File: src/rtl/mem_arbiter.sv
// mem_arbiter
//   Round-robin arbiter and sequencer sharing one single-port synchronous RAM
//   among NREQ requesters. A single transaction is in flight at any time:
//   IDLE -> ISSUE (one mem_en strobe) -> WAIT (MEM_LAT-1 cycles) -> ACK.
//   Back-to-back requests chain ACK -> ISSUE with no idle cycle.
//
// Handshake: a requester raises req[i] with we/addr/wdata stable until its
//   ack[i]. gnt[i] is high from ISSUE through ACK. ack[i] is a single-cycle
//   pulse. The request slice is captured at the edge that enters ISSUE, so
//   dropping req after the grant does not cancel the transaction.
//
// Configuration:
//   ARB_PRIO0_EN  defined: requester 0 beats the rotation whenever it
//                 requests, and such override wins do not move the pointer.
//                 Undefined: pure round-robin over all requesters.
//
// Ports:
//   clk, reset            rising-edge clock, asynchronous active-low reset
//   req, we               per-requester request level / write enable
//   addr, wdata           flat per-requester slices ([i*AW +: AW], [i*DW +: DW])
//   gnt, ack              one-hot grant (whole transaction) / completion pulse
//   rdata                 read data register, loaded from mem_rdata in ACK
//   mem_en, mem_we        RAM strobe (one cycle) and write enable
//   mem_addr, mem_wdata   RAM address / write data
//   mem_rdata             RAM read data, valid MEM_LAT cycles after mem_en
//   busy                  high whenever the FSM is not in IDLE
//   dbg_state             current FSM state (IDLE=0, ISSUE=1, WAIT=2, ACK=3)

module mem_arbiter #(
    parameter int NREQ    = 4,
    parameter int AW      = 8,
    parameter int DW      = 8,
    parameter int MEM_LAT = 1
) (
    input  logic              clk,
    input  logic              reset,
    input  logic [NREQ-1:0]   req,
    input  logic [NREQ-1:0]   we,
    input  logic [NREQ*AW-1:0] addr,
    input  logic [NREQ*DW-1:0] wdata,
    output logic [NREQ-1:0]   gnt,
    output logic [NREQ-1:0]   ack,
    output logic [DW-1:0]     rdata,
    output logic              mem_en,
    output logic              mem_we,
    output logic [AW-1:0]     mem_addr,
    output logic [DW-1:0]     mem_wdata,
    input  logic [DW-1:0]     mem_rdata,
    output logic              busy,
    output logic [1:0]        dbg_state
);

    localparam int IW = $clog2(NREQ);
    // The wait counter only has to hold MEM_LAT-2.
    localparam int CW = (MEM_LAT > 2) ? $clog2(MEM_LAT - 1) : 1;

    typedef enum logic [1:0] {IDLE, ISSUE, WAIT, ACK} state_t;

    typedef struct packed {
        logic          ovr;  // won through the requester-0 override
        logic [IW-1:0] idx;
    } pick_t;

    state_t        state;
    logic [IW-1:0] last;     // round-robin pointer: most recent RR winner
    logic [IW-1:0] cur_w;
    logic          cur_ovr;
    logic          cur_we;
    logic [CW-1:0] cnt;

    logic [IW-1:0] upd_ptr;
    logic [IW-1:0] arb_ptr;
    pick_t         nxt;
    logic          start;

    assign dbg_state = state;

    // Lowest offset from ptr+1 wins: scanning offsets downward lets the
    // nearest requester overwrite the farther ones.
    function automatic pick_t pick(input logic [NREQ-1:0] r, input logic [IW-1:0] ptr);
        pick_t res;
        int    k;
        res = '0;
        for (int i = NREQ; i >= 1; i--) begin
            k = (int'(ptr) + i) % NREQ;
            if (r[k]) res.idx = IW'(k);
        end
`ifdef ARB_PRIO0_EN
        if (r[0]) begin
            res.ovr = 1'b1;
            res.idx = '0;
        end
`endif
        return res;
    endfunction

    always_comb begin
        // In ACK the pointer is updated this edge, and the next winner is
        // chosen against that updated value.
        upd_ptr = cur_ovr ? last : cur_w;
        arb_ptr = (state == ACK) ? upd_ptr : last;
        nxt     = pick(req, arb_ptr);
        start   = ((state == IDLE) || (state == ACK)) && (|req);
    end

    always_ff @(posedge clk or negedge reset) begin
        if (!reset) begin
            state     <= IDLE;
            last      <= IW'(NREQ - 1);
            cur_w     <= '0;
            cur_ovr   <= 1'b0;
            cur_we    <= 1'b0;
            cnt       <= '0;
            gnt       <= '0;
            ack       <= '0;
            rdata     <= '0;
            mem_en    <= 1'b0;
            mem_we    <= 1'b0;
            mem_addr  <= '0;
            mem_wdata <= '0;
            busy      <= 1'b0;
        end else begin
            ack <= '0;
            case (state)
                IDLE: ;
                ISSUE: begin
                    mem_en <= 1'b0;
                    mem_we <= 1'b0;
                    if (MEM_LAT > 1) begin
                        state <= WAIT;
                        cnt   <= CW'(MEM_LAT - 2);
                    end else begin
                        state <= ACK;
                        ack   <= gnt;
                    end
                end
                WAIT: begin
                    if (cnt == '0) begin
                        state <= ACK;
                        ack   <= gnt;
                    end else begin
                        cnt <= cnt - 1'b1;
                    end
                end
                ACK: begin
                    // mem_rdata is valid in this cycle; rdata holds it afterwards.
                    if (!cur_we) rdata <= mem_rdata;
                    last  <= upd_ptr;
                    state <= IDLE;
                    gnt   <= '0;
                    busy  <= 1'b0;
                end
                default: state <= IDLE;
            endcase

            // Launch a transaction; overrides the ACK -> IDLE defaults above.
            if (start) begin
                state     <= ISSUE;
                busy      <= 1'b1;
                cur_w     <= nxt.idx;
                cur_ovr   <= nxt.ovr;
                cur_we    <= we[nxt.idx];
                gnt       <= {{(NREQ-1){1'b0}}, 1'b1} << nxt.idx;
                mem_en    <= 1'b1;
                mem_we    <= we[nxt.idx];
                mem_addr  <= addr[nxt.idx*AW +: AW];
                mem_wdata <= wdata[nxt.idx*DW +: DW];
            end
        end
    end

endmodule

File: config.mk
export PLATFORM = sky130hd
export DESIGN_NAME = mem_arbiter
export DESIGN_NICKNAME = d
export VERILOG_FILES = /design/src/rtl/mem_arbiter.sv
export SDC_FILE = /design/constraint.sdc
export NUM_CORES = 1
export LEC_CHECK = 0
export BUFFER_PORTS_ARGS = -buffer_cell sky130_fd_sc_hd__buf_2
export CORE_ASPECT_RATIO = 0.75
export CORE_MARGIN = 4
export CORE_UTILIZATION = 30
export DETAILED_ROUTE_END_ITERATION = 7
export PLACE_DENSITY = 0.63
export SYNTH_ARGS = -nofsm -noshare
export SYNTH_HDL_FRONTEND = slang
export SYNTH_SLANG_ARGS = --single-unit
File: constraint.sdc
create_clock -name clk -period 2.43 [get_ports clk]
set_input_delay 0.486 -clock clk [delete_from_list [all_inputs] [get_ports clk]]
set_output_delay 0.486 -clock clk [all_outputs]
set_load 0.05 [all_outputs]
==> metrics <==
Wirelength per Cell=15.2 um; Crit Reg-Reg Startpoint=dbg_state[0]; VDD IR max=0.000524 V; final hold viol count=0; DRC viols=0; All-Layer GR Usage=0.143; simple-gate share of the synthesized area=0.120; grt ovf=0; Pre-antenna DRT Iters=4; first-pass GRT wire length=10.6 mm; CP required=2.59 ns; initial drt markers=42; main combinational cell family by area after synthesis=compound AO/OA/AOI/OAI gates; clk_lat worst skew=0.30 ns; gpl congestion=0.804; Worst Hold Class=in2async; Fill cells=752; slew margin rel.=0.660; Final min period=2.27 ns; final net count=412; Pleak=0.00158 uW; Die X=110 um; critical path class=reg2reg; max_cap viols=0; CTS Root Buffer Type=clkbuf_8; Max Freq=0.440 GHz; pwr dens=1600 nW/um2; setup repair after global routing missed its margin=no; Worst path max stage delay=0.41 ns; vias in the first global route=2,093; Crit-path slowest cell=dfrtp_2; diode count=0; CTS sink count=42; Worst Setup End Kind=register; final setup violation count=0; Via Count=2,080; clk buf depth=2; reg-to-reg endpoint=cur_we; Detail Route Antenna Nets=0; Synth Cell Area=2320 um2; largest net degree at the start of global routing=34; Sum Neg Setup Slack=0 ns; Max Slew Vio Count=0; starting density of the core=0.312; TritonCTS buffer count=5; mux share of post-synthesis cell area=0.165; Reg2Reg Setup Slack=0.16 ns; critical path arrival=2.43 ns; Adder-Cell Fraction of Synth Area=0.0162; XOR/XNOR share of the synthesized area=0; port bufs=118; Core Box Area=7430 um2; delay-heaviest family, CP=multiplexers; hold_ws=0.145 ns; Mapped Cells=200; average cell area after synthesis=11.6 um2; Final Skew=0.00988 ns; Ports=119; period utilisation layout=0.934; CP Max Fanout=5; hpwl dp=5.15 mm; clock tree from TritonCTS=yes; Core Rows=27; Cell variety after synth=41; R2R depth=8; area delta synth->final=38.5%; # H-tree levels=2; synthesized net count=285; DR vias/cell=4.85; Setup crit start kind=register; compound-gate portion of the synthesized area=0.183; status=finished, final reports clean; die area=9210 um2; synthesis-stage register bit count=42; Least-Margin Pin Slew=0.511 ns; Clock transition at path regs=0.09 ns; register area share after synthesis=0.454; initial antenna violation count=0; DRT Wirelength=6.53 mm; crit-path cells=ha_2 -> mux2i_4 -> inv_2 -> mux2_4 -> a211oi_4 -> buf_6 -> mux2i_1 -> o221ai_1; Buf/Inv on CP=2; chip height=84.1 um; Warnings, synthesis=0; share of cells above drive strength 1=0.540
[power by group]
group / switching, uW / internal [uW]
logic: 2190 / 1180
registers: 163 / 1040
clock network: 259 / 306
[state kept, by name, indices dropped and copies added, names as in the netlist, 2 cells and up]
register / cells
rdata: 8
mem_addr: 8
ack: 4
gnt: 4
cur_w: 2
dbg_state: 2
last: 2
mem_wdata: 8
[per-layer routing]
layer | vias up | GRT usage | wire, um
li1 | 1002 | - | -
met1 | 985 | 0.203 | 3060
met2 | 89 | 0.213 | 2810
met3 | 4 | 0.0477 | 613
met4 | 0 | 0.0317 | 46
met5 | - | 0 | 0
[per-stage QoR]
step | total power (uW) | cells | setup slack [ns] | util | instance area, um2
final | 5140 | 429 | 0.160 | 0.432 | 3210
after global routing | 5500 | 429 | 0.0123 | 0.432 | 3210
after CTS | 5150 | 427 | 0.0577 | 0.428 | 3180
after detailed placement | 4570 | 419 | 0.0866 | 0.413 | 3070
after global placement | 4520 | 419 | 0.140 | 0.413 | 3070
after floorplan | 3750 | 200 | 0.0233 | - | 2320
[final cells by class]
| cell class | count | area, um2 | share of cell area |
|---|---|---|---|
| Clock inverter | 3 | 45.0 | 0.0140 |
| Tap cell | 101 | 126 | 0.0393 |
| Multi-Input combinational cell | 135 | 1150 | 0.357 |
| Inverter | 7 | 26.3 | 0.00818 |
| Timing Repair Buffer | 136 | 742 | 0.231 |
| Clock buffer | 5 | 68.8 | 0.0214 |
| Sequential cell | 42 | 1060 | 0.329 |
[kinds of logic (layout without fill, tap and decap cells)]
family                     count (synthesis)  count (layout)
buffers and inverters                     23             151
muxes                                     35              35
and+or+nand+nor                           53              53
adders and majority gates                  3               3
DFF                                       42              42
AOI/OAI and AO/OA                         44              44
[cells in the final DEF, fill, tap and decap left out, types with 2 or more instances in the layout]
cell type   Yosys  final
nand4_1        10     10
ha_1            3      2
inv_1           6      6
nand3b_1        3      3
clkinvlp_4      0      2
mux2i_2         1      2
o31ai_1         2      2
o221ai_1        7      7
dfrtp_1        40     38
mux2i_1        24     23
nor2_1          5      5
dfrtp_2         0      2
clkbuf_8        0      5
mux2_2          8      8
buf_2           3    118
o21ai_0         5      5
and2_1         14     14
o211ai_1        6      6
dfstp_2         2      2
nand2_1        17     16
buf_4           2     16
a41oi_2         4      4
a41oi_1         6      6
o211ai_2        4      4
[how the worst max path moves through the flow]
stage | from | slack (ns) | cells after the start | endpoint
floorplan | dbg_state[0] | 0.02 | 9 | mem_addr[3]
global placement | dbg_state[0] | 0.14 | 8 | mem_we
detailed placement | dbg_state[0] | 0.09 | 8 | cur_we
CTS | dbg_state[0] | 0.06 | 8 | cur_we
global route | dbg_state[0] | 0.01 | 8 | mem_wdata[3]
finish | dbg_state[0] | 0.16 | 8 | cur_we
[Yosys cell counts]
cell | number | area share
and3_1 | 1 | 0.0027
dfrtp_1 | 40 | 0.43
nand4_1 | 10 | 0.027
a41oi_2 | 4 | 0.028
mux2_4 | 1 | 0.0065
o211ai_1 | 6 | 0.019
nor2b_1 | 1 | 0.0027
buf_2 | 3 | 0.0065
mux2_2 | 8 | 0.039
nand2_1 | 17 | 0.028
dfstp_2 | 2 | 0.023
mux2i_4 | 1 | 0.0097
nand3b_1 | 3 | 0.0097
clkbuf_1 | 4 | 0.0065
buf_6 | 6 | 0.029
a211oi_1 | 1 | 0.0032
mux2i_1 | 24 | 0.10
o31ai_1 | 2 | 0.0065
nand2b_1 | 1 | 0.0027
o41ai_1 | 1 | 0.0038
a21oi_1 | 1 | 0.0022
o221ai_2 | 1 | 0.0065
buf_1 | 1 | 0.0016
a211oi_4 | 1 | 0.0086
mux2i_2 | 1 | 0.0059
nor3_1 | 1 | 0.0022
inv_1 | 6 | 0.0097
and2_1 | 14 | 0.038
o32a_1 | 1 | 0.0043
inv_2 | 1 | 0.0016
o211ai_2 | 4 | 0.022
o41a_1 | 1 | 0.0049
o21ai_0 | 5 | 0.011
a41oi_1 | 6 | 0.023
a221oi_2 | 1 | 0.0065
ha_1 | 3 | 0.016
a211o_1 | 1 | 0.0038
o32ai_1 | 1 | 0.0038
o221ai_1 | 7 | 0.026
buf_4 | 2 | 0.0065
nor2_1 | 5 | 0.0081
[timing repair]
action                                 4_1_cts  5_1_grt
endpoints found under the hold margin        0        0
buffers inserted                             0        2
hold buffers                                 0        0
setup endpoints to repair                    0        6
resized for setup                            0        4
[worst reg2reg max path: cells and delay by family, from the launching register on]
kind	cells	cell delay, ns
muxes	3	0.79
AOI/OAI and AO/OA	2	0.45
DFF	1	0.41
buffers and inverters	2	0.25
adders and majority gates	1	0.22
(Power assumes the default switching activity.)
